$ cat src/rtl/display_arbiter.sv
// ---------------------------------------------------------------------------
// display_arbiter
//   Shares one 4-digit display interface between NREQ requesters using
//   round-robin arbitration. Every grant lasts at least DWELL clk5 cycles so
//   the shown value stays readable. All outputs are registered.
//
// Ports
//   clk5       in   1         5 MHz system clock (only clock)
//   reset      in   1         asynchronous, active-low reset
//   req        in   NREQ      level-sensitive request per requester
//   req_val    in   16*NREQ   requester i value in [16*i+15:16*i]
//   req_point  in   4*NREQ    requester i point markers in [4*i+3:4*i]
//   grant      out  NREQ      one-hot current owner, zero while idle
//   owner      out  2         index of current or most recent owner
//   busy       out  1         high while a requester owns the display
//   dispVal    out  16        registered value for the display interface
//   point      out  4         registered point markers for the display
// ---------------------------------------------------------------------------
module display_arbiter #(
  parameter int NREQ  = 4,
  parameter int DWELL = 5000000,
  parameter int CW    = 23
) (
  input  logic                 clk5,
  input  logic                 reset,
  input  logic [NREQ-1:0]      req,
  input  logic [16*NREQ-1:0]   req_val,
  input  logic [4*NREQ-1:0]    req_point,
  output logic [NREQ-1:0]      grant,
  output logic [1:0]           owner,
  output logic                 busy,
  output logic [15:0]          dispVal,
  output logic [3:0]           point
);

  typedef enum logic {IDLE, SHOW} state_t;

  state_t          r_state, w_stateNext;
  logic [NREQ-1:0] r_grant, w_grantNext;
  logic [1:0]      r_owner, w_ownerNext;
  logic            r_busy, w_busyNext;
  logic [15:0]     r_dispVal, w_dispValNext;
  logic [3:0]      r_point, w_pointNext;
  logic [CW-1:0]   r_cnt, w_cntNext;

  logic [1:0]      w_pick;
  logic [15:0]     w_pickVal;
  logic [3:0]      w_pickPt;
  logic            w_ownReq;
  logic [15:0]     w_ownVal;
  logic [3:0]      w_ownPt;
  logic            w_anyReq;

  assign w_anyReq = |req;

  // Round-robin pick: each requester gets a distance from the current owner
  // (owner+1 is 1, the owner itself is NREQ, i.e. scanned last); the closest
  // active requester wins. The owner's own lane is extracted here as well.
  always_comb begin : pickLogic
    int bestD;
    int d;
    bestD     = NREQ + 1;
    d         = 0;
    w_pick    = '0;
    w_pickVal = '0;
    w_pickPt  = '0;
    w_ownReq  = 1'b0;
    w_ownVal  = '0;
    w_ownPt   = '0;
    for (int i = 0; i < NREQ; i++) begin
      d = (i - int'(r_owner) + NREQ) % NREQ;
      if (d == 0) d = NREQ;
      if (req[i] && (d < bestD)) begin
        bestD     = d;
        w_pick    = 2'(i);
        w_pickVal = req_val[16*i +: 16];
        w_pickPt  = req_point[4*i +: 4];
      end
      if (i == int'(r_owner)) begin
        w_ownReq = req[i];
        w_ownVal = req_val[16*i +: 16];
        w_ownPt  = req_point[4*i +: 4];
      end
    end
  end

  // Next-state and next-output logic. A new grant (from IDLE or at dwell
  // expiry) always loads the picked requester and reloads the counter; the
  // counter is never allowed to wrap. At expiry the pick naturally prefers
  // other requesters and falls back to the owner, giving the re-grant case.
  always_comb begin
    w_stateNext   = r_state;
    w_grantNext   = r_grant;
    w_ownerNext   = r_owner;
    w_busyNext    = r_busy;
    w_dispValNext = r_dispVal;
    w_pointNext   = r_point;
    w_cntNext     = r_cnt;
    case (r_state)
      IDLE: begin
        if (w_anyReq) begin
          w_stateNext   = SHOW;
          w_grantNext   = NREQ'(1) << w_pick;
          w_ownerNext   = w_pick;
          w_busyNext    = 1'b1;
          w_dispValNext = w_pickVal;
          w_pointNext   = w_pickPt;
          w_cntNext     = CW'(DWELL - 1);
        end
      end
      SHOW: begin
        if (r_cnt != '0) begin
          w_cntNext = r_cnt - CW'(1);
          // A dropped owner request freezes the display at its last value.
          if (w_ownReq) begin
            w_dispValNext = w_ownVal;
            w_pointNext   = w_ownPt;
          end
        end else if (w_anyReq) begin
          w_grantNext   = NREQ'(1) << w_pick;
          w_ownerNext   = w_pick;
          w_dispValNext = w_pickVal;
          w_pointNext   = w_pickPt;
          w_cntNext     = CW'(DWELL - 1);
        end else begin
          w_stateNext = IDLE;
          w_grantNext = '0;
          w_busyNext  = 1'b0;
        end
      end
      default: w_stateNext = IDLE;
    endcase
  end

  // State and output registers; reset parks the round-robin pointer on the
  // last requester so the first grant after reset scans from requester 0.
  always_ff @(posedge clk5 or negedge reset) begin
    if (!reset) begin
      r_state   <= IDLE;
      r_grant   <= '0;
      r_owner   <= 2'(NREQ - 1);
      r_busy    <= 1'b0;
      r_dispVal <= '0;
      r_point   <= '0;
      r_cnt     <= '0;
    end else begin
      r_state   <= w_stateNext;
      r_grant   <= w_grantNext;
      r_owner   <= w_ownerNext;
      r_busy    <= w_busyNext;
      r_dispVal <= w_dispValNext;
      r_point   <= w_pointNext;
      r_cnt     <= w_cntNext;
    end
  end

  assign grant   = r_grant;
  assign owner   = r_owner;
  assign busy    = r_busy;
  assign dispVal = r_dispVal;
  assign point   = r_point;

  // Structural invariants of the grant outputs.
  a_grantOneHot: assert property (@(posedge clk5) disable iff (!reset) $onehot0(grant));
  a_busyMatches: assert property (@(posedge clk5) disable iff (!reset) busy == (|grant));
  a_ownerRange:  assert property (@(posedge clk5) disable iff (!reset) int'(owner) < NREQ);

endmodule

$ cat config.mk
export PLATFORM = sky130hd
export DESIGN_NAME = display_arbiter
export DESIGN_NICKNAME = d
export VERILOG_FILES = /design/src/rtl/display_arbiter.sv
export SDC_FILE = /design/constraint.sdc
export NUM_CORES = 1
export LEC_CHECK = 0
export ABC_AREA = 1
export BUFFER_PORTS_ARGS = -buffer_cell sky130_fd_sc_hd__buf_2
export CAP_MARGIN = 10
export CORE_MARGIN = 2
export CORE_UTILIZATION = 58
export CTS_CLUSTER_SIZE = 10
export DETAILED_ROUTE_END_ITERATION = 16
export GPL_ROUTABILITY_DRIVEN = 0
export PLACE_DENSITY = 0.87
export SLEW_MARGIN = 20
export SYNTH_ARGS = -nofsm -noshare
export SYNTH_HDL_FRONTEND = slang
export SYNTH_SLANG_ARGS = --single-unit
$ cat constraint.sdc
create_clock -name clk5 -period 10.1 [get_ports clk5]
set_input_delay 1.515 -clock clk5 [delete_from_list [all_inputs] [get_ports clk5]]
set_output_delay 1.515 -clock clk5 [all_outputs]
set_load 0.05 [all_outputs]
# [Yosys cells after proc, flatten, opt, wreduce, memory -nomap -nowiden]
# Index checks and enable logic that the tools add are counted.
[op_classes] add_sub_neg=9 n_reduce_logical=17 mul=0 bitwise_logic=5 eq_ne=7 div=0 n_shift=1 n_mux=55 order_cmp=4
[ops] operator="$mux 32" n=7
[ops] operator="$mux 16" n=11
[ops] operator="$logic_not 32->1" n=4
[ops] operator="$lt 32x32->1" n=3
[ops] operator="$mux 4" n=14
[ops] operator="$mux 23" n=2
[ops] operator="$pmux 23 s2" n=1
[ops] operator="$lt 32x4->1 const B" n=1
[ops] operator="$pmux 16 s2" n=1
[ops] operator="$reduce_bool 23->1" n=1
[ops] operator="$sub 23x1->23 const B" n=1
[ops] operator="$add 3x4->5 const B" n=4
[ops] operator="$pmux 4 s2" n=2
[ops] operator="$mux 1" n=10
[ops] operator="$mux 2" n=4
[ops] operator="$reduce_or 2->1" n=4
[ops] operator="$ne 2x2->1 const B" n=3
[ops] operator="$sub 1x2->3 const A" n=2
[ops] operator="$sub 2x2->3 const A" n=2
[ops] operator="$and 1x1->1" n=4
[ops] operator="$eq 2x2->1 const A" n=2
[ops] operator="$logic_and 1x1->1" n=4
[ops] operator="$pmux 1 s2" n=2
[ops] operator="$pmux 2 s2" n=1
[ops] operator="8 further kinds" n=8
[totals] ram_bits=0 regBits=51 n_memories=0 output_inout_bits=27 latch_bits=0 in_bits=86 mem_bits_ro=0 wordCells=105

# [Depth between registers and ports, before layout]
# Gate-level depths: netlist of run 1.
[logic_depth] word_depth=22 ltp_mapped=31 ltp_nobuf=25

# [Worst setup path after synthesis of run 1]
# OpenSTA, ideal clock, no wires.
[synth_timing] path_type="input port to flip-flop" from="input port req[0]" to="register r_dispVal[3], in the netlist dispVal[3]" required_time_ns=9.983 slack_ns=4.768 arrival_time_ns=5.215 setup_ns=0.117 n_path_buf=6 cell_stages=23 cell_sequence="inv_2 -> nor2_1 -> ha_1 -> nand2_1 -> nand2_1 -> buf_2 -> buf_1 -> buf_1 -> o21ai_0 -> ha_1 -> a21oi_1 -> nand3_2 -> buf_2 -> buf_1 -> nand2_1 -> o21ai_0 -> ha_1 -> a21oi_1 -> nand3_2 -> buf_2 -> or2_1 -> nand3_1 -> nand2_1"
[synth_via] elab_chain_cells=14 elab_cells_between_ends=23 cone_classes="order compare (3); eq/ne (1); mux (14); reduce/logical (5)"
[synth_rtl] item="start, declared" line_no="26" text="input logic [NREQ-1:0] req,"
[synth_rtl] item="$logic_and 1x1->1" line_no="73" text="if (req[i] && (d < bestD)) begin"
[synth_rtl] item="$mux 32" line_no="73"
[synth_rtl] item="$lt 32x32->1" line_no="73"
[synth_rtl] item="$logic_and 1x1->1" line_no="73"
[synth_rtl] item="$mux 32" line_no="73"
[synth_rtl] item="$lt 32x32->1" line_no="73"
[synth_rtl] item="$logic_and 1x1->1" line_no="73"
[synth_rtl] item="$mux 32" line_no="73"
[synth_rtl] item="$lt 32x32->1" line_no="73"
[synth_rtl] item="$logic_and 1x1->1" line_no="73"
[synth_rtl] item="$mux 16" line_no="73"
[synth_rtl] item="$mux 16" line_no="101, 119"
[synth_rtl] item="$mux 16" line_no="112" text="if (r_cnt != '0) begin"
[synth_rtl] item="$pmux 16 s2" line_no="99" text="case (r_state)"
[synth_rtl] item="end signal, assigned" line_no="151" text="r_dispVal <= w_dispValNext;"
[synth_rtl] item="end, declared" line_no="42" text="logic [15:0] r_dispVal, w_dispValNext;"
# Several ways; a longest one is shown, not always the timed one.
# A chain may end at the register's enable or synchronous reset.

# [Final worst setup path of run 1]
[layout_timing] from="input port req[0]" to="register r_dispVal[4], in the netlist dispVal[4]"
# The elaborated chain is that of the path after synthesis.

==> metrics.cfg, run 1 <==
[floorplanning]
initial_core_util=0.5917
coreArea_sq_um=7137
rows=31
die_area_sq_um=7979
io_pins=113
fp.dieH_um=89.33
die_w_um=89.33

[layout]
fin_nets=820
diodes=0
layout.cells.non_filler=822
n_fill_cell=664
design_area_sq_um=4842
area_growth_pct=14.67
layout-drive-gt1-share=0.2116

[yosys]
ys_types=43
syn_nets=733
synthMuxAreaShare=0.002370
synth_top_area_frac=0.2904
synth.area.top_cells=dfrtp_1 (29%), nand2_1 (15%), o211ai_1 (7.8%), inv_1 (5.7%), o21ai_0 (5.5%)
ys.warnings.count=0
synth_flop_cell=dfrtp_1
postSynthCellCount=635
synth_edf_count=0
synth_most_common_cell=nand2_1
synth_xor_area_frac=0
avgSynthCellArea_sq_um=6.650
synth_area_sq_um=4223
ys_seq_area_frac=0.3028
synth-async-reset-ratio=1.000
synth_top_area_cell=dfrtp_1
synth_compound_area_frac=0.2314
synth_seq_cells=51
yosys.area_share.adder=0.03556
yosys-top-cells-count=nand2_1 (173), inv_1 (64), dfrtp_1 (49), o21ai_0 (46), o211ai_1 (44)
synth_top_family_by_area=simple AND/OR/NAND/NOR gates
yosys.area_share.simple=0.3138

[cts]
insertion_delay_ns=0.32
ctsHoldBuffers=0
root_buffer=clkbuf_8
tritoncts=built
cts_sinks=51
clk_pin_slew_ns=0.10
cts_max_path_buffers=2
ctsResizeCount=0
post_cts_buffers=0
cts_buffers=5
cts_htree_levels=2

[detailed_routing]
vias_per_cell=5.779
firstDrtPassIters=6
antenna_left=0
drc_errors=0
drt_iter0_drc=332
wire_per_inst_um=14.58
routed_wl_um=11990
num_vias=4750

[global_route]
antenna_found_initial=0
grt_usage=0.2961
grt_overflow_total=0
grt_pass1_wl_um=18950
grt_pass1_vias=4203
grt_max_degree=52

[critical_path]
cp_max_fo=41
setup.worst_path.class=input pin to register
cp.required_ns=10.31
crit_arrival_ns=6.83
cp-start-kind=input pin
endpoint_kind=register

[timing]
rsz0062_at_grt=false
timing.final.crit_share=0.6560
min_period_ns=6.626
slew_headroom=0.2936
finalClockSkew_ns=0.01344
tightest_slew_ns=1.053
fin_setup_tns_ns=0
fmax_mhz=150.9
setup_viol=0
final-max-slew-violation-count=0
fin_ws_ns=3.474
hold_violations=0

[placement]
dpl-instance-area_sq_um=4752
io_buffers=112
dp_hpwl_um=8289
dp.cells=814
pre_cts_ws_ns=3.311

[status]
status=complete, no violations

[pwr]
power.density_nw_per_um2=207.0
leakage_uw=0.002389
power_uw=1002
peakVddDrop_uv=111.6

[flow_run]
drv_cap=0

[min_path]
hold_class=register to register

sequential cells by signal, indices dropped and copies added, names as in the netlist:
| name | count |
|---|---|
| grant | 4 |
| dispVal | 16 |
| busy | 1 |
| r_state | 1 |
| r_cnt | 23 |
| owner | 2 |
| point | 4 |
where the power goes:
part	total [uW]	internal (uW)	switching (uW)
sequential	307	263	44.0
combinational	570	165	405
clock	125	50.0	75.3
total	1000	479	524
stage by stage:
step,util,hold WS (ns)
floorplan,-,0.4321
global placement,0.6658,0.4446
detailed placement,0.6658,0.4540
CTS,0.6785,0.4665
global route,0.6785,0.4845
finish,0.6785,0.4689
layout make-up:
class	count	area, sq um	share of cell area
well taps	99	123.9	0.02558
repair buffers	115	583.1	0.1204
flip-flops and latches	51	1279	0.2641
clock inverters	2	17.52	0.003618
inverters	79	304.0	0.06279
multi-input cells	470	2462	0.5085
clock buffers	6	72.57	0.01499
critical path, stage by stage:
cell and delay, ns:
buf_2 0.38, inv_2 0.09, nor2_1 0.16, ha_1 0.25
nand2_1 0.09, nand2_1 0.30, o21ai_0 0.35, ha_1 0.30
a21oi_1 0.26, nand3_2 0.64, o21ai_0 0.42, ha_1 0.30
a21oi_1 0.45, nand3_2 0.67, or2_1 0.46, nand3_1 0.09
nand2_1 0.07
metal layers:
layer  global-route usage  vias to the layer above  part of all wire
li1                     -                     2298                 -
met1               0.4129                     2189              0.43
met2               0.4754                      236              0.47
met3              0.03693                       27             0.077
met4               0.1018                        0             0.020
met5                    0                        -                 0
path summary, 6_finish.rpt:
path,cells after the start,startpoint,slack [ns],to
worst max-delay path,17,req[0],3.47,dispVal[4]
worst min-delay path,1,r_cnt[21],0.47,r_cnt[21]
worst max register to register,15,owner[0],3.75,dispVal[4]
worst min register to register,1,r_cnt[21],0.47,r_cnt[21]
max in group asynchronous,2,reset,8.34,r_cnt[12]
min in group asynchronous,2,reset,1.31,r_cnt[20]
cells by family (layout without fill, tap and decap cells):
| family | Yosys count | in the layout |
|---|---|---|
| muxes | 1 | 1 |
| AOI/OAI and AO/OA | 161 | 161 |
| buffers and inverters | 114 | 202 |
| adders and majority gates | 12 | 12 |
| and+or+nand+nor | 296 | 296 |
| DFF | 51 | 51 |
cell usage in the layout, fill, tap and decap left out, drive strengths merged:
| master | count |
|---|---|
| o22ai | 17 |
| nor3 | 11 |
| buf | 115 |
| dfrtp | 49 |
| nor2 | 35 |
| a21oi | 28 |
| a221oi | 1 |
| o311ai | 1 |
| dfstp | 2 |
| clkbuf | 6 |
| a22oi | 5 |
| a31oi | 1 |
| o211ai | 44 |
| o31ai | 4 |
| o21ai | 57 |
| inv | 72 |
| nand2 | 184 |
| nand4 | 7 |
| nor3b | 1 |
| ha | 12 |
| mux2i | 1 |
| clkinv | 9 |
| or2 | 19 |
| o21a | 2 |
| nand3 | 36 |
| nor4 | 2 |
| or3 | 1 |
| o221ai | 1 |
(Power assumes the default switching activity.)
==> run 2: changes to the inputs <==
--- a/config.mk
+++ b/config.mk
@@ -9,11 +9,11 @@
 export BUFFER_PORTS_ARGS = -buffer_cell sky130_fd_sc_hd__buf_2
 export CAP_MARGIN = 10
 export CORE_MARGIN = 2
-export CORE_UTILIZATION = 58
+export CORE_UTILIZATION = 54
 export CTS_CLUSTER_SIZE = 10
 export DETAILED_ROUTE_END_ITERATION = 16
 export GPL_ROUTABILITY_DRIVEN = 0
-export PLACE_DENSITY = 0.87
+export PLACE_DENSITY = 0.82
 export SLEW_MARGIN = 20
 export SYNTH_ARGS = -nofsm -noshare
 export SYNTH_HDL_FRONTEND = slang
==> constraint.sdc (replaced) <==
create_clock -name clk5 -period 6.6 [get_ports clk5]
set_input_delay 0.99 -clock clk5 [delete_from_list [all_inputs] [get_ports clk5]]
set_output_delay 0.99 -clock clk5 [all_outputs]
set_load 0.05 [all_outputs]
==> metrics.cfg, run 2 (synthesized netlist as in run 1, its figures left out) <==
[status]
status=complete, no violations

[layout]
layout-drive-gt1-share=0.2141  ; +0.002470
final_cell_mix=nand2_1 (173), buf_2 (112), inv_1 (63)
area_growth_pct=14.96
final_util=0.6348  ; -0.04365
layout.cells.non_filler=826  ; +0.49%
largest_reg_flops=23  ; unchanged
fin_nets=821  ; +0.12%
diodes=0  ; unchanged
top_register=r_cnt
final_common_cell=nand2_1

[global_route]
grt_overflow_total=0  ; unchanged
grt_pass1_vias=4328  ; +3.0%
antenna_found_initial=0  ; unchanged
grt_pass1_wl_um=19900  ; +5.0%
grt_usage=0.2855  ; -0.01058
grt_max_degree=52  ; unchanged

[critical_path]
cp_num_buf_inv=2  ; unchanged
endpoint_kind=register
max_stage_delay_ns=0.64  ; -0.03 ns
crit_slowest_cell=nand3_2
cp-start-kind=input pin
setup.worst_path.class=input pin to register
crit_chain=buf_2, inv_2, nor2_1, ha_1, nand2_1, nand2_1, o21ai_0, ha_1, a21oi_1, nand3_2, nand2_1, o21ai_0, ha_1, a21oi_1, nand3_2, or2_1, nand3_1, nand2_1
crit_top_cell=nand2_1
cp_max_fo=39  ; -4.9%
cp_top_family=simple AND/OR/NAND/NOR gates
cp.required_ns=6.81  ; -3.50 ns
crit_arrival_ns=5.95  ; -0.88 ns

[placement]
dp.cells=818  ; +0.49%
dp_hpwl_um=8914  ; +7.5%
io_buffers=112  ; unchanged

[timing]
finalClockSkew_ns=0.01310  ; -0.0003410 ns
slew_headroom=0.2734  ; -0.02012
fmax_mhz=174.2
timing.final.crit_share=0.8698
final-max-slew-violation-count=0  ; unchanged
setup_viol=0  ; unchanged
fin_setup_tns_ns=0  ; unchanged
rsz0062_at_grt=false
hold_violations=0  ; unchanged
whs_ns=0.4886  ; +0.01967 ns
min_period_ns=5.740
tightest_slew_ns=1.090  ; +0.03669 ns

[detailed_routing]
drt_iter0_drc=381  ; +15%
vias_per_cell=5.752  ; -0.46%
firstDrtPassIters=5  ; -1
drc_errors=0  ; unchanged
wire_per_inst_um=14.89  ; +2.1%
antenna_left=0  ; unchanged
routed_wl_um=12300  ; +2.6%
num_vias=4751  ; +0.021%

[cts]
clk_pin_slew_ns=0.10  ; about the same
insertion_delay_ns=0.32  ; about the same
root_buffer=clkbuf_8
tritoncts=built
post_cts_buffers=0  ; unchanged
cts_buffers=5  ; unchanged
cts_htree_levels=2  ; unchanged
cts_max_path_buffers=2  ; unchanged
ctsHoldBuffers=0  ; unchanged
ctsResizeCount=0  ; unchanged
cts_sinks=51  ; unchanged

[pwr]
power_uw=1536  ; +53%
comb_power_share=0.568  ; about the same
p_seq_frac=0.307  ; about the same
peakVddDrop_uv=178.4  ; +60%
power.density_nw_per_um2=316.5  ; +53%
leakage_uw=0.002397  ; +0.32%
p_clk_frac=0.125  ; about the same
net-switching-power_uw=803.1  ; +53%
swShare=0.5227  ; about the same
p_int_uw=733.4  ; +53%

[floorplanning]
io_pins=113  ; unchanged
coreArea_sq_um=7647  ; +7.2%
fp.dieH_um=92.43  ; +3.5%
rows=32  ; +3.2%
die_w_um=92.43  ; +3.5%
initial_core_util=0.5522  ; -0.03950
die_area_sq_um=8543  ; +7.1%

[flow_run]
drv_cap=0  ; unchanged

[min_path]
hold_class=register to register

## run 2: cell count changes in the layout (fill, tap and decap cells not counted), sizes merged
cell	previous run	this run
buf	115	116
clkbuf	6	5
inv	72	73
## run 2: per-stage QoR
stage,instance area (sq um),setup slack [ns]
detailed placement,4763,0.5976
finish,4855,0.8596
global placement,4763,0.8766
floorplan,4223,1.713
CTS,4855,0.9237
global route,4855,0.3598
## run 2: per-layer routing
metal | track usage | vias up | part of all wire | wire [um]
met2 | 0.4799 | 229 | 0.48 | 5848
met4 | 0.1095 | 0 | 0.032 | 391
met5 | 0 | - | 0 | 0
li1 | - | 2294 | - | -
met1 | 0.3712 | 2190 | 0.42 | 5112
met3 | 0.04231 | 38 | 0.077 | 945
## run 2: layout make-up
class                           count  area [sq um]
Clock buffer                        5         68.82
Clock inverter                      3         22.52
Fill cell                         701          2793
Inverter                           79         304.0
Multi-Input combinational cell    470          2462
Sequential cell                    51          1279
Tap cell                          102         127.6
Timing Repair Buffer              116         590.6
## run 2: tightest hold or removal path: cells and delay by family (launching register included)
| family | cells | cell delay, ns |
|---|---|---|
| flip-flops | 1 | 0.36 |
| AND/OR/NAND/NOR | 2 | 0.10 |
## run 2: path summary, 6_finish.rpt
path / cells after the start / slack (ns) / from / to
worst max-delay path: 18 / 0.86 / req[0] / dispVal[7]
worst min-delay path: 2 / 0.49 / dispVal[13] / dispVal[13]
worst max register to register: 18 / 0.95 / owner[1] / dispVal[7]
worst min register to register: 2 / 0.49 / dispVal[13] / dispVal[13]
max in group asynchronous: 2 / 5.37 / reset / dispVal[0]
min in group asynchronous: 2 / 0.77 / reset / r_cnt[13]
## run 2: power groups by stage
stage / Clock, uW / Sequential (uW) / Combinational, uW
floorplan: 0 / 686 / 452
global placement: 0 / 473 / 843
detailed placement: 0 / 476 / 867
CTS: 194 / 470 / 869
global route: 207 / 481 / 959
finish: 193 / 471 / 873
==> run 3: changes to the inputs <==
--- a/config.mk
+++ b/config.mk
@@ -5,15 +5,14 @@
 export SDC_FILE = /design/constraint.sdc
 export NUM_CORES = 1
 export LEC_CHECK = 0
-export ABC_AREA = 1
 export BUFFER_PORTS_ARGS = -buffer_cell sky130_fd_sc_hd__buf_2
 export CAP_MARGIN = 10
 export CORE_MARGIN = 2
-export CORE_UTILIZATION = 54
+export CORE_UTILIZATION = 53
 export CTS_CLUSTER_SIZE = 10
 export DETAILED_ROUTE_END_ITERATION = 16
 export GPL_ROUTABILITY_DRIVEN = 0
-export PLACE_DENSITY = 0.82
+export PLACE_DENSITY = 0.81
 export SLEW_MARGIN = 20
 export SYNTH_ARGS = -nofsm -noshare
 export SYNTH_HDL_FRONTEND = slang
==> metrics.cfg, run 3 <==
[status]
status=complete, no violations

[floorplanning]
die_area_sq_um=8174  ; -4.3%
fp.dieH_um=90.41  ; -2.2%
die_w_um=90.41  ; -2.2%
coreArea_sq_um=7253  ; -5.2%
io_pins=113  ; unchanged
rows=31  ; -3.1%
initial_core_util=0.5456  ; -0.006565

[timing]
rsz0062_at_grt=false
setup_viol=0  ; unchanged
tightest_slew_ns=0.9598  ; -0.1300 ns
fin_setup_tns_ns=0  ; unchanged
min_period_ns=5.715  ; -0.02515 ns
finalClockSkew_ns=0.007874  ; -0.005228 ns
fmax_mhz=175.0  ; +0.44%
final-max-slew-violation-count=0  ; unchanged
slew_headroom=0.3601  ; +0.08668
timing.final.crit_share=0.8659  ; -0.003811
hold_violations=0  ; unchanged

[layout]
final_common_cell=buf_2
largest_reg_flops=23  ; unchanged
top_register=r_cnt
n_fill_cell=648  ; -7.6%
fin_nets=688  ; -16%
layout-drive-gt1-share=0.2403  ; +0.02618
diodes=0  ; unchanged
area_growth_pct=17.39
final_cell_mix=buf_2 (112), nand2_1 (82), dfrtp_1 (49)

[global_route]
grt_max_degree=52  ; unchanged
grt_pass1_wl_um=20750  ; +4.3%
grt_usage=0.3040  ; +0.01852
grt_overflow_total=0  ; unchanged
grt_pass1_vias=4511  ; +4.2%
antenna_found_initial=0  ; unchanged

[detailed_routing]
firstDrtPassIters=5  ; unchanged
drt_iter0_drc=541  ; +42%
drc_errors=0  ; unchanged
routed_wl_um=12580  ; +2.3%
antenna_left=0  ; unchanged
vias_per_cell=6.578  ; +14%
wire_per_inst_um=18.23  ; +22%
num_vias=4539  ; -4.5%

[critical_path]
cp_num_buf_inv=3  ; +1
max_stage_delay_ns=0.48  ; -0.16 ns
crit_chain=buf_2, inv_1, nor2_1, ha_1, nand2b_1, nand2_1, o21ai_0, ha_1, nand2_1, nand2_1, a41o_1, nand2_1, o21ai_0, ha_1, or3b_2, a311o_1, a32oi_2, buf_12, a311o_1, a31oi_1
cp_max_fo=36  ; -7.7%
crit_top_cell=nand2_1
crit_arrival_ns=5.89  ; -0.06 ns
endpoint_kind=register
cp_top_family=compound AO/OA/AOI/OAI gates
cp-start-kind=input pin
crit_slowest_cell=a32oi_2
setup.worst_path.class=input pin to register
cp.required_ns=6.78  ; -0.03 ns

[cts]
cts_max_path_buffers=2  ; unchanged
cts_htree_levels=2  ; unchanged
cts_buffers=5  ; unchanged
tritoncts=built
insertion_delay_ns=0.32  ; about the same
post_cts_buffers=0  ; unchanged
cts_sinks=51  ; unchanged
root_buffer=clkbuf_8
clk_pin_slew_ns=0.10  ; about the same
ctsResizeCount=0  ; unchanged
ctsHoldBuffers=0  ; unchanged

[yosys]
ys_seq_area_frac=0.3231  ; +0.02030
synth_area_sq_um=3958  ; -6.3%
synth_most_common_cell=nand2_1
synth_top_area_frac=0.3098  ; +0.01946
ys_types=50  ; +16%
ys.warnings.count=0  ; unchanged
synth-async-reset-ratio=1.000  ; unchanged
synth_top_area_cell=dfrtp_1
synth_flop_cell=dfrtp_1
syn_nets=603  ; -18%
synth.area.top_cells=dfrtp_1 (31%), nand2_1 (7.8%), a311o_1 (5.3%), a221oi_1 (4.4%), o31ai_1 (4.2%)
yosys-top-cells-count=nand2_1 (82), dfrtp_1 (49), nor2_1 (40), clkbuf_1 (34)
synth_seq_cells=51  ; unchanged
avgSynthCellArea_sq_um=7.837  ; +18%
synth_edf_count=0  ; unchanged
postSynthCellCount=505  ; -20%

[pwr]
power.density_nw_per_um2=295.9  ; -6.5%
power_uw=1375  ; -11%
peakVddDrop_uv=134.5  ; -25%
leakage_uw=0.001843  ; -23%

[placement]
dp_hpwl_um=8485  ; -4.8%
io_buffers=112  ; unchanged

[flow_run]
drv_cap=0  ; unchanged

[min_path]
hold_class=register to register

-- run 3: cell count changes after synthesis, moves of 18 or more --
cell / change
a31oi_1: +23
a221oi_1: +19
o211ai_1: -44
inv_1: -55
o21ai_0: -24
a311o_1: +21
nor2b_1: +26
clkbuf_1: +20
nand2_1: -91
o31ai_1: +18
-- run 3: cell families (layout without fill, tap and decap cells) --
| group | count (synthesis) | count (layout) | synth area share |
|---|---|---|---|
| AOI/OAI and AO/OA | 168 | 168 | 0.3086 |
| buffers and inverters | 55 | 141 | 0.06070 |
| xor gates and xnor gates | 3 | 3 | 0.006640 |
| DFF | 51 | 51 | 0.3231 |
| muxes | 3 | 3 | 0.01106 |
| and+or+nand+nor | 213 | 213 | 0.2520 |
| adders and majority gates | 12 | 12 | 0.03794 |
-- run 3: path summary, 6_finish.rpt --
path	slack [ns]	endpoint	cells past startpoint	startpoint
setup / recovery	0.88	dispVal[15]	20	req[0]
hold / removal	0.50	r_cnt[8]	1	r_cnt[8]
setup reg to reg	1.15	dispVal[15]	20	owner[0]
hold reg to reg	0.50	r_cnt[8]	1	r_cnt[8]
max in group asynchronous	5.35	r_cnt[2]	2	reset
min in group asynchronous	0.78	dispVal[9]	2	reset
-- run 3: where the power goes --
part / switching, uW / internal (uW) / leakage (uW) / total [uW]
combinational: 478 / 236 / 0.00125 / 714
sequential: 69.2 / 395 / 0.000545 / 464
clock: 119 / 77.1 / 0.0000489 / 196
total: 666 / 709 / 0.00184 / 1370
-- run 3: stage by stage --
stage | utilization | hold slack, ns | setup WS [ns] | cell area, sq um | instances
2_1_floorplan | - | 0.4420 | 1.083 | 3958 | 505
5_1_grt | 0.6405 | 0.5092 | 0.4838 | 4646 | 690
6_report | 0.6405 | 0.4968 | 0.8848 | 4646 | 690
3_5_place_dp | 0.6267 | 0.4800 | 0.6161 | 4546 | 682
4_1_cts | 0.6393 | 0.4952 | 0.9409 | 4637 | 690
3_3_place_gp | 0.6267 | 0.4703 | 0.8660 | 4546 | 682
-- run 3: final cells by class --
| class | instances | area [sq um] | share of cell area |
|---|---|---|---|
| clock buffers | 5 | 68.82 | 0.01481 |
| clock inverters | 3 | 22.52 | 0.004848 |
| inverters | 9 | 33.78 | 0.007272 |
| multi-input cells | 399 | 2455 | 0.5284 |
| flip-flops and latches | 51 | 1279 | 0.2752 |
| well taps | 99 | 123.9 | 0.02666 |
| repair buffers | 124 | 663.1 | 0.1427 |
-- run 3: per-layer routing --
metal	routed length, um	track usage
met1	4895	0.3765
met2	6171	0.5326
met3	1171	0.04674
met4	339	0.1179
met5	0	0
